$ cat src/rtl/chunked_add_sub.sv
// Multi-cycle two's-complement adder/subtractor: CHUNK bits per cycle with a registered carry,
// valid/ready on both sides, signed status flags and optional saturation.
module chunked_add_sub #(
  parameter int unsigned WIDTH = 16,
  parameter int unsigned CHUNK = 4
) (
  input  logic             clk,
  input  logic             rst,
  input  logic             in_valid,
  output logic             in_ready,
  input  logic [WIDTH-1:0] a,
  input  logic [WIDTH-1:0] b,
  input  logic             m,
  input  logic             sat,
  output logic             out_valid,
  input  logic             out_ready,
  output logic [WIDTH-1:0] sum,
  output logic             cout,
  output logic             ovf,
  output logic             zero,
  output logic             neg
);

  localparam int unsigned NUM_CHUNKS = WIDTH / CHUNK;
  localparam int unsigned IdxW = (NUM_CHUNKS > 1) ? $clog2(NUM_CHUNKS) : 1;

  if (WIDTH < 2 || (WIDTH % CHUNK) != 0) begin : g_param_check
    $error("chunked_add_sub: WIDTH must be >= 2 and a multiple of CHUNK");
  end

  typedef enum logic [1:0] {StIdle, StRun, StDone} state_e;

  state_e            state_q, state_d;
  logic [WIDTH-1:0]  a_q, a_d, b_q, b_d, res_q, res_d, sum_q, sum_d;
  logic              sat_q, sat_d, carry_q, carry_d;
  logic [IdxW-1:0]   idx_q, idx_d;
  logic              cout_q, cout_d, ovf_q, ovf_d, zero_q, zero_d, neg_q, neg_d;

  int unsigned       base;
  logic [CHUNK:0]    csum;
  logic              raw_ovf;
  logic [WIDTH-1:0]  final_sum;

  always_comb begin
    state_d   = state_q;
    a_d       = a_q;
    b_d       = b_q;
    sat_d     = sat_q;
    carry_d   = carry_q;
    idx_d     = idx_q;
    res_d     = res_q;
    sum_d     = sum_q;
    cout_d    = cout_q;
    ovf_d     = ovf_q;
    zero_d    = zero_q;
    neg_d     = neg_q;
    raw_ovf   = 1'b0;
    final_sum = res_q;

    base = 32'(idx_q) * CHUNK;
    csum = {1'b0, a_q[base +: CHUNK]} + {1'b0, b_q[base +: CHUNK]}
         + {{CHUNK{1'b0}}, carry_q};

    unique case (state_q)
      StIdle: begin
        if (in_valid) begin
          // Subtraction is A + ~B + 1: invert B here and seed the carry with m.
          a_d     = a;
          b_d     = b ^ {WIDTH{m}};
          sat_d   = sat;
          carry_d = m;
          idx_d   = '0;
          state_d = StRun;
        end
      end
      StRun: begin
        res_d[base +: CHUNK] = csum[CHUNK-1:0];
        carry_d              = csum[CHUNK];
        idx_d                = idx_q + IdxW'(1);
        if (idx_q == IdxW'(NUM_CHUNKS - 1)) begin
          // Same-sign operands producing an opposite-sign result == carry-in XOR carry-out of MSB.
          raw_ovf   = (a_q[WIDTH-1] == b_q[WIDTH-1]) && (res_d[WIDTH-1] != a_q[WIDTH-1]);
          final_sum = res_d;
          if (sat_q && raw_ovf) begin
            final_sum = a_q[WIDTH-1] ? {1'b1, {(WIDTH-1){1'b0}}} : {1'b0, {(WIDTH-1){1'b1}}};
          end
          sum_d   = final_sum;
          cout_d  = csum[CHUNK];
          ovf_d   = raw_ovf;
          zero_d  = (final_sum == '0);
          neg_d   = final_sum[WIDTH-1];
          idx_d   = '0;
          state_d = StDone;
        end
      end
      StDone: begin
        if (out_ready) state_d = StIdle;
      end
      default: state_d = StIdle;
    endcase
  end

  always_ff @(posedge clk) begin
    if (rst) begin
      state_q <= StIdle;
      a_q     <= '0;
      b_q     <= '0;
      sat_q   <= 1'b0;
      carry_q <= 1'b0;
      idx_q   <= '0;
      res_q   <= '0;
      sum_q   <= '0;
      cout_q  <= 1'b0;
      ovf_q   <= 1'b0;
      zero_q  <= 1'b0;
      neg_q   <= 1'b0;
    end else begin
      state_q <= state_d;
      a_q     <= a_d;
      b_q     <= b_d;
      sat_q   <= sat_d;
      carry_q <= carry_d;
      idx_q   <= idx_d;
      res_q   <= res_d;
      sum_q   <= sum_d;
      cout_q  <= cout_d;
      ovf_q   <= ovf_d;
      zero_q  <= zero_d;
      neg_q   <= neg_d;
    end
  end

  assign in_ready  = (state_q == StIdle) && !rst;
  assign out_valid = (state_q == StDone);
  assign sum       = sum_q;
  assign cout      = cout_q;
  assign ovf       = ovf_q;
  assign zero      = zero_q;
  assign neg       = neg_q;

endmodule
$ cat config.mk
export PLATFORM = sky130hd
export DESIGN_NAME = chunked_add_sub
export DESIGN_NICKNAME = d
export VERILOG_FILES = /design/src/rtl/chunked_add_sub.sv
export SDC_FILE = /design/constraint.sdc
export NUM_CORES = 1
export LEC_CHECK = 0
export CORE_ASPECT_RATIO = 0.8
export CORE_UTILIZATION = 57
export CTS_CLUSTER_DIAMETER = 40
export DETAILED_ROUTE_END_ITERATION = 12
export HOLD_SLACK_MARGIN = 0.12
export MAX_ROUTING_LAYER = met4
export PLACE_DENSITY = 0.94
export SKIP_LAST_GASP = 1
export SYNTH_ARGS = -nofsm -noshare
export SYNTH_HDL_FRONTEND = slang
export SYNTH_SLANG_ARGS = --single-unit
$ cat constraint.sdc
create_clock -name clk -period 10.8 [get_ports clk]
set_input_delay 2.16 -clock clk [delete_from_list [all_inputs] [get_ports clk]]
set_output_delay 2.16 -clock clk [all_outputs]
set_load 0.02 [all_outputs]
==> results by group, run 1 <==
Timing
  • Part of the cycle the worst path needs: 0.536
  • Worst slew pin tran: 1280 ps
  • Clock skew: 4.22 ps
  • Post-layout minimum cycle time: between 5000 and 6000 ps
  • RSZ-0062 raised after global routing: no
  • Setup violators final: 0
  • Worst rel slew slack: 0.141
  • Hold Violations, Final: 0
  • Setup ws final: 5010 ps
  • Setup tns final: 0 ps
  • Slew Limit Fails: 0
  • Fmax: 173 MHz

Layout
  • Design area: 0.00429 mm²
  • Ant diodes: 0
  • Layout Nets: 493
  • Share of post-route cells with drive strength above 1: 0.0804
  • Most frequent cells in the layout: dfxtp_1 (73), clkdlybuf4s50_1 (58), nor2_1 (57)
  • Commonest non-fill, non-tap cell in the layout: dfxtp_1
  • Final Util: 0.719
  • Layout area overhead: 20.9%

Placement
  • Final Wtd Congestion: slightly above 0.9
  • Placed Instance Area: 0.00413 mm²
  • Buffers on Ports: 59
  • Placement Setup Slack: 5060 ps
  • Dpl hpwl: 5520 µm

Worst setup path
  • Worst-path fanout max: between 70 and 80
  • Critical path class: primary input to primary output
  • Critical Path RT: 8640 ps
  • CP Capture Type: primary output
  • CP Data Arrival Time: roughly 3600 ps
  • Startpoint Class: primary input

Yosys
  • Syn Inst Count: 401
  • Syn avg cell area: 8.86 µm²
  • Main flop type after synthesis: dfxtp_1
  • Mapped Nets: 450
  • Ys Warns: 0
  • Yosys reg bits: 73
  • Post-synth EDFFs: 0
  • Mapped cell area: 0.00355 mm²
  • Register area share after synthesis: 0.411
  • Distinct cell type count after synthesis: 38
  • Async SR Flop Fraction: 0

Routing
  • Initial DRT Pass Iterations: 5
  • Vias/cell: 5.78
  • 1st-iter DRT viols: 275
  • Drt drc: 0
  • Routed wire length: 7900 µm
  • Vias: 3058
  • Avg WL per Cell: about 15 µm
  • Post-route ant nets: 0

Clocking
  • Setup Fix Bufs, Post-CTS: 0
  • CTS tree: done
  • CTS Buf Count: 9
  • CTS root buf: clkbuf_8
  • Worst-Skew Late Latency: 340 ps
  • Hold Buf Count CTS: 0
  • Clk buf depth: 2
  • Total clock sinks: 73
  • Total number of H-tree levels: 3
  • Post-CTS Resized: 0
  • Clock-pin slew on the worst setup and hold paths: 70 ps

Floorplanning
  • Initial Utilization: 0.595
  • Die area: 0.00655 mm²
  • Die Width: 90.3 µm
  • Die H: slightly above 70 µm
  • Row count: 25
  • Boundary Pins: 60
  • Core ar.: 0.00597 mm²

Pwr
  • Pwr dens: 137 mW/mm²
  • Power consumption: 588 µW
  • Leakage: 0.00156 µW
  • Max VDD drop: approximately 0.000084 V

Worst hold path
  • Worst hold-check path type: register to register

Global route
  • Initial antenna violation count: 0
  • Gr usage total: 0.271
  • Vias in the first global route: between 2000 and 3000
  • Largest net degree at the start of global routing: 76
  • First-pass GRT wire length: approximately 13000 µm
  • Congestion Overflow GR: 0

Job
  • Max cap viols: 0

Status
  • Status: completed
==> Yosys cell counts, types with 3 or more instances <==
cell      instances  area share
nand2b_1          5      0.0088
a31oi_1           9       0.016
and2_1            3      0.0053
a22oi_1           5       0.011
a211oi_1         33       0.070
a41oi_1           4      0.0099
nor2b_1          15       0.026
ha_1              9       0.032
nor2_1           57       0.060
o21a_1           14       0.030
inv_1            11       0.012
a21oi_1          28       0.039
nor3_1            6      0.0085
clkbuf_1         24       0.025
dfxtp_1          73        0.41
xnor2_1          17       0.042
nand2_1          43       0.045
mux4_2            6       0.038
nand3_1           5      0.0070
nor3_2           10       0.028
==> layer usage <==
layer,part of all wire,GRT usage,up-vias
met4,0.017,0.0878,0
li1,-,-,1485
met2,0.46,0.410,135
met5,0,-,-
met1,0.45,0.347,1419
met3,0.076,0.0875,19
==> sequential cells by signal, summed over array words and instances, names as in the netlist <==
register,cells
ovf,1
a_q,16
b_q,16
zero,1
idx_q,2
sum,16
carry_q,1
res_q,16
sat_q,1
state_q,2
cout,1
==> worst max-delay path, stage by stage <==
cell,delay [ps]
buf_2,70
buf_4,610
nor3_1,130
clkdlybuf4s50_1,590
==> per-stage QoR <==
step	cells	hold slack, ps
6_report	529	454
3_3_place_gp	514	440
5_1_grt	529	491
4_1_cts	529	456
2_1_floorplan	401	432
3_5_place_dp	514	446
==> report_power, final <==
group | switching [µW] | leakage, µW | total, µW | internal [µW]
Sequential | 11.5 | 0.000598 | 296 | 285
Clock | 94.7 | 0.0000822 | 182 | 87.7
Combinational | 60.5 | 0.000879 | 109 | 48.6
==> worst paths after layout <==
kind | start | endpoint | slack (ps) | cells after the start
min reg2reg | a_q[11]$_SDFFE_PP0P_ | a_q[11]$_SDFFE_PP0P_ | 450 | 2
max reg2reg | idx_q[0]$_SDFFE_PP0P_ | sum[7]$_SDFFE_PP0P_ | 6750 | 8
max | rst | in_ready | 5010 | 4
min | a_q[11]$_SDFFE_PP0P_ | a_q[11]$_SDFFE_PP0P_ | 450 | 2
==> cell families (layout without fill, tap and decap cells) <==
group	Yosys count	count (layout)	synth area share
buf+inv	40	87	0.0472
simple gates	151	151	0.205
flops	73	73	0.411
fa+ha+maj	11	11	0.0430
mux	9	9	0.0557
xor+xnor	17	17	0.0419
compound gates	100	100	0.196
==> area by class of cell <==
class | count | area, µm²
multi-input combinational | 288 | 1930
fill | 450 | 1680
sequential | 73 | 1460
timing repair buffer | 61 | 601
clock buffer | 12 | 145
tap | 81 | 101
inverter | 11 | 41.3
clock inverter | 3 | 17.5
No activity file was read; power rests on OpenSTA's default activity.
==> run 2, diff against run 1 <==
--- a/config.mk
+++ b/config.mk
@@ -6,12 +6,12 @@
 export NUM_CORES = 1
 export LEC_CHECK = 0
 export CORE_ASPECT_RATIO = 0.8
-export CORE_UTILIZATION = 57
+export CORE_UTILIZATION = 53
 export CTS_CLUSTER_DIAMETER = 40
 export DETAILED_ROUTE_END_ITERATION = 12
 export HOLD_SLACK_MARGIN = 0.12
 export MAX_ROUTING_LAYER = met4
-export PLACE_DENSITY = 0.94
+export PLACE_DENSITY = 0.89
 export SKIP_LAST_GASP = 1
 export SYNTH_ARGS = -nofsm -noshare
 export SYNTH_HDL_FRONTEND = slang
==> constraint.sdc (replaced) <==
create_clock -name clk -period 5.45 [get_ports clk]
set_input_delay 1.09 -clock clk [delete_from_list [all_inputs] [get_ports clk]]
set_output_delay 1.09 -clock clk [all_outputs]
set_load 0.02 [all_outputs]
==> results by group, run 2 (same netlist as run 1, synthesis figures left out) <==
Global route
  • First-pass GRT wire length: 13700 µm (+1.5%)
  • Vias in the first global route: 2825 (-2.2%)
  • Congestion Overflow GR: 0 (unchanged)
  • Initial antenna violation count: 0 (unchanged)
  • Largest net degree at the start of global routing: 75 (-1.3%)
  • Gr usage total: 0.266 (-0.00480)

Layout
  • Share of post-route cells with drive strength above 1: 0.0846 (+0.00428)
  • Ant diodes: 0 (unchanged)
  • Layout area overhead: 21.9%
  • Commonest non-fill, non-tap cell in the layout: dfxtp_1
  • Layout Nets: 493 (unchanged)
  • Most frequent cells in the layout: dfxtp_1 (73), clkdlybuf4s50_1 (58), nor2_1 (57)

Worst setup path
  • Worst-path fanout max: 20 (-73%)
  • Startpoint Class: register
  • Worst r2r src: idx_q[0]$_SDFFE_PP0P_
  • Critical path class: register to register
  • Worst setup path startpoint: idx_q[0]$_SDFFE_PP0P_
  • CP Data Arrival Time: 4400 ps (+770 ps)
  • Critical Path RT: 5700 ps (-2940 ps)
  • CP Capture Type: register

Placement
  • Buffers on Ports: 59 (unchanged)
  • Dpl hpwl: 5860 µm (+6.2%)
  • Placement Setup Slack: 1380 ps (-3680 ps)
  • Final Wtd Congestion: 0.883 (-3.3%)

Timing
  • Part of the cycle the worst path needs: 0.762
  • Hold Violations, Final: 0 (unchanged)
  • Fmax: between 200 and 250 MHz
  • Worst slew pin tran: 1310 ps (+22.7 ps)
  • Setup violators final: 0 (unchanged)
  • Slew Limit Fails: 0 (unchanged)
  • Post-layout minimum cycle time: 4150 ps
  • Worst rel slew slack: 0.126 (-0.0153)
  • Setup ws final: 1300 ps (-3710 ps)
  • Clock skew: 7.96 ps (+3.73 ps)
  • Setup tns final: 0 ps (unchanged)
  • RSZ-0062 raised after global routing: no

Status
  • Status: completed

Job
  • Max cap viols: 0 (unchanged)

Routing
  • Avg WL per Cell: 15.5 µm (+3.5%)
  • 1st-iter DRT viols: 248 (-9.8%)
  • Post-route ant nets: 0 (unchanged)
  • Vias: 3051 (-0.23%)
  • Routed wire length: 8240 µm (+4.3%)
  • Drt drc: 0 (unchanged)
  • Vias/cell: 5.72 (-0.98%)
  • Initial DRT Pass Iterations: 5 (unchanged)

Clocking
  • Total clock sinks: 73 (unchanged)
  • Setup Fix Bufs, Post-CTS: 0 (unchanged)
  • Hold Buf Count CTS: 0 (unchanged)
  • Clock-pin slew on the worst setup and hold paths: 80 ps (about the same)
  • CTS tree: done
  • Clk buf depth: 2 (unchanged)
  • CTS Buf Count: 9 (unchanged)
  • Total number of H-tree levels: 3 (unchanged)
  • CTS root buf: clkbuf_8
  • Worst-Skew Late Latency: 350 ps (about the same)
  • Post-CTS Resized: 0 (unchanged)

Floorplanning
  • Initial Utilization: 0.551 (-0.0431)
  • Core ar.: 0.00644 mm² (+7.8%)
  • Die Width: 93.5 µm (+3.6%)
  • Boundary Pins: 60 (unchanged)
  • Row count: 26 (+4.0%)
  • Die H: 75.2 µm (+3.6%)
  • Die area: 0.00704 mm² (+7.4%)

Worst hold path
  • Worst hold-check path type: register to register
  • Worst hold start: cout$_SDFFE_PP0P_

Pwr
  • Leakage: 0.00157 µW (+0.68%)
  • Max VDD drop: 0.000159 V (+91%)
  • Pwr dens: 283 mW/mm² (+110%)
run 2: through the flow:
| step | cells | utilization | total power [µW] | area [µm²] | hold WS (ps) |
|---|---|---|---|---|---|
| after global routing | 533 | 0.672 | 1280 | 4330 | 475 |
| after CTS | 533 | 0.672 | 1230 | 4330 | 463 |
| after global placement | 517 | 0.642 | 803 | 4130 | 446 |
| after floorplan | 401 | - | 742 | 3550 | 432 |
| after detailed placement | 517 | 0.642 | 814 | 4130 | 452 |
| final | 533 | 0.672 | 1220 | 4330 | 465 |
run 2: path summary, 6_finish.rpt:
| kind | slack, ps | endpoint | cells past startpoint |
|---|---|---|---|
| worst max register to register | 1300 | zero$_SDFFE_PP0P_ | 8 |
| worst min-delay path | 460 | cout$_SDFFE_PP0P_ | 2 |
| worst max-delay path | 1300 | zero$_SDFFE_PP0P_ | 8 |
| worst min register to register | 460 | cout$_SDFFE_PP0P_ | 2 |
run 2: critical path, cell delays in order, from the launching register on:
cell	delay, ps
dfxtp_1	890
mux4_2	620
ha_1	360
a21oi_1	190
a21oi_1	150
o32ai_4	390
mux2i_1	1060
a41oi_1	80
o41ai_1	300
run 2: metal layers:
metal,vias up,share of wire,track usage
met4,0,0.018,0.0872
met1,1401,0.43,0.331
met3,19,0.079,0.0778
met5,-,0,-
li1,1496,-,-
met2,135,0.47,0.420
run 2: cell type report:
class / instances / area [µm²]
fill: 518 / 2110
multi-input combinational: 288 / 1930
sequential: 73 / 1460
timing repair buffer: 61 / 601
clock buffer: 10 / 128
tap: 84 / 105
clock inverter: 6 / 67.6
inverter: 11 / 41.3
run 2: power breakdown:
group | switching (µW) | leakage [µW] | internal [µW] | total [µW]
clock | 204 | 0.0000929 | 213 | 417
sequential | 24.8 | 0.000598 | 565 | 589
combinational | 120 | 0.000879 | 96.7 | 217
==> run 3, diff against run 2 <==
==> constraint.sdc (replaced) <==
create_clock -name clk -period 3.83 [get_ports clk]
set_input_delay 0.766 -clock clk [delete_from_list [all_inputs] [get_ports clk]]
set_output_delay 0.766 -clock clk [all_outputs]
set_load 0.02 [all_outputs]
==> results by group, run 3 (same netlist as run 1, synthesis figures left out) <==
Routing
  • Initial DRT Pass Iterations: 5 (unchanged)
  • Drt drc: 0 (unchanged)
  • Avg WL per Cell: 16.0 µm (+3.3%)
  • Routed wire length: 8610 µm (+4.5%)
  • Vias: 3124 (+2.4%)
  • Post-route ant nets: 0 (unchanged)
  • Vias/cell: 5.80 (+1.3%)
  • 1st-iter DRT viols: 311 (+25%)

Status
  • Status: completed

Placement
  • Placed Instance Area: 0.00418 mm² (+1.1%)
  • Buffers on Ports: 59 (unchanged)
  • Placed cell count: 523 (+1.2%)
  • Dpl hpwl: 5990 µm (+2.3%)
  • Final Wtd Congestion: 0.995 (+13%)

Global route
  • Top Usage Layer GRT: met2
  • Grt met2 use: 0.440 (+0.0204)
  • Vias in the first global route: 2949 (+4.4%)
  • Congestion Overflow GR: 0 (unchanged)
  • Met3 Use GR: 0.0727 (-0.00505)
  • Largest net degree at the start of global routing: 75 (unchanged)
  • Gr usage total: 0.280 (+0.0141)
  • Grt met1 use: 0.357 (+0.0263)
  • Initial antenna violation count: 0 (unchanged)
  • First-pass GRT wire length: 14300 µm (+4.6%)

Floorplanning
  • Boundary Pins: 60 (unchanged)
  • Row count: 26 (unchanged)
  • Initial Utilization: 0.551 (unchanged)
  • Die Width: 93.5 µm (unchanged)
  • Die H: 75.2 µm (unchanged)
  • Core ar.: 0.00644 mm² (unchanged)
  • Die area: 0.00704 mm² (unchanged)

Worst setup path
  • Max incr delay on CP: 700 ps (-360 ps)
  • Reg2Reg Depth: 9 (+1)
  • Startpoint Class: register
  • Crit path top cell by count: a21oi_1
  • Critical Path RT: 4090 ps (-1610 ps)
  • CP Data Arrival Time: 3610 ps (-790 ps)
  • Critical Path, Cell by Cell: mux4_2 > ha_1 > a21oi_1 > a21oi_1 > o32ai_4 > mux2i_1 > buf_4 > a41oi_1 > o41ai_1
  • Worst-path fanout max: 16 (-20%)
  • CP max-delay cell: dfxtp_1
  • Critical path class: register to register
  • CP Capture Type: register

Clocking
  • Clock-pin slew on the worst setup and hold paths: 80 ps (about the same)
  • Setup Fix Bufs, Post-CTS: 0 (unchanged)
  • CTS tree: done
  • Total clock sinks: 73 (unchanged)
  • CTS root buf: clkbuf_8
  • CTS Buf Count: 9 (unchanged)
  • Post-CTS Resized: 0 (unchanged)
  • Worst-Skew Late Latency: 360 ps (about the same)
  • Hold Buf Count CTS: 0 (unchanged)
  • Clk buf depth: 2 (unchanged)
  • Total number of H-tree levels: 3 (unchanged)

Pwr
  • Comb pwr share: 0.178 (about the same)
  • Pint: 1290 µW (+47%)
  • Sw power: 505 µW (+44%)
  • Clock Power Share: 0.355 (+0.014)
  • Max VDD drop: 0.000191 V (+20%)
  • Leakage: 0.00161 µW (+2.5%)
  • Flop pwr share: 0.467 (-0.015)
  • Switching share of power: 0.282 (-0.00375)
  • Pwr dens: 408 mW/mm² (+44%)

Timing
  • Clock skew: 11.8 ps (+3.83 ps)
  • Setup tns final: 0 ps (unchanged)
  • Worst rel slew slack: 0.408 (+0.282)
  • Fmax: 298 MHz (+24%)
  • Worst slew pin tran: 886 ps (-420 ps)
  • Setup violators final: 0 (unchanged)
  • Post-layout minimum cycle time: 3350 ps (-801 ps)
  • Part of the cycle the worst path needs: 0.875 (+0.113)
  • RSZ-0062 raised after global routing: no
  • Slew Limit Fails: 0 (unchanged)
  • Hold Violations, Final: 0 (unchanged)

Layout
  • Design area: 0.00439 mm² (+1.5%)
  • Share of post-route cells with drive strength above 1: 0.0989 (+0.0143)
  • Most frequent cells in the layout: dfxtp_1 (73), clkdlybuf4s50_1 (58), nor2_1 (57)
  • Layout area overhead: 23.7%
  • Ant diodes: 0 (unchanged)
  • Commonest non-fill, non-tap cell in the layout: dfxtp_1
  • Finished Layout Cells: 539 (+1.1%)
  • Layout Nets: 499 (+1.2%)

Worst hold path
  • Worst hold-check path type: register to register
  • Worst Hold Depth: 2 (unchanged)

Job
  • Max cap viols: 0 (unchanged)
[run 3: changes by cell type in the layout (fill, tap and decap cells not counted)]
cell / before / now
clkbuf_1: 1 / 0
buf_4: 2 / 8
clkinv_2: 1 / 0
clkbuf_8: 9 / 11
[run 3: final timing paths]
path,from,end,slack (ps)
setup reg to reg,idx_q[0]$_SDFFE_PP0P_,zero$_SDFFE_PP0P_,480
setup / recovery,idx_q[0]$_SDFFE_PP0P_,zero$_SDFFE_PP0P_,480
hold / removal,cout$_SDFFE_PP0P_,cout$_SDFFE_PP0P_,470
hold reg to reg,cout$_SDFFE_PP0P_,cout$_SDFFE_PP0P_,470
[run 3: cell type report]
cell class,count,area (µm²)
Inverter,11,41.3
Timing Repair Buffer,67,646
Fill cell,516,2050
Multi-Input combinational cell,288,1930
Clock buffer,11,151
Tap cell,84,105
Sequential cell,73,1460
Clock inverter,5,62.6
[run 3: power groups by stage]
stage	clock (µW)	sequential, µW	combinational, µW
5_1_grt	681	842	348
3_3_place_gp	0	850	304
2_1_floorplan	0	838	218
6_report	636	836	318
3_5_place_dp	0	853	310
4_1_cts	643	836	313
[run 3: metrics by stage]
| step | setup WS, ps | utilization | power (µW) | hold WS [ps] |
|---|---|---|---|---|
| after floorplan | 428 | - | 1060 | 432 |
| after global placement | 730 | 0.649 | 1150 | 444 |
| after detailed placement | 600 | 0.649 | 1160 | 458 |
| after CTS | 494 | 0.682 | 1790 | 473 |
| after global routing | 251 | 0.682 | 1870 | 493 |
| final | 478 | 0.682 | 1790 | 474 |
[run 3: metal layers]
layer	routed length, µm	share of wire
met5	0	0
met3	734	0.085
met1	3740	0.43
met2	3990	0.46
met4	137	0.016
[run 3: worst max-delay path, delay by kind of cell, from the launching register on]
kind / cells / cell delay, ps
compound gates: 5 / 1120
fa+ha+maj: 1 / 380
buf+inv: 1 / 230
flops: 1 / 700
mux: 2 / 820
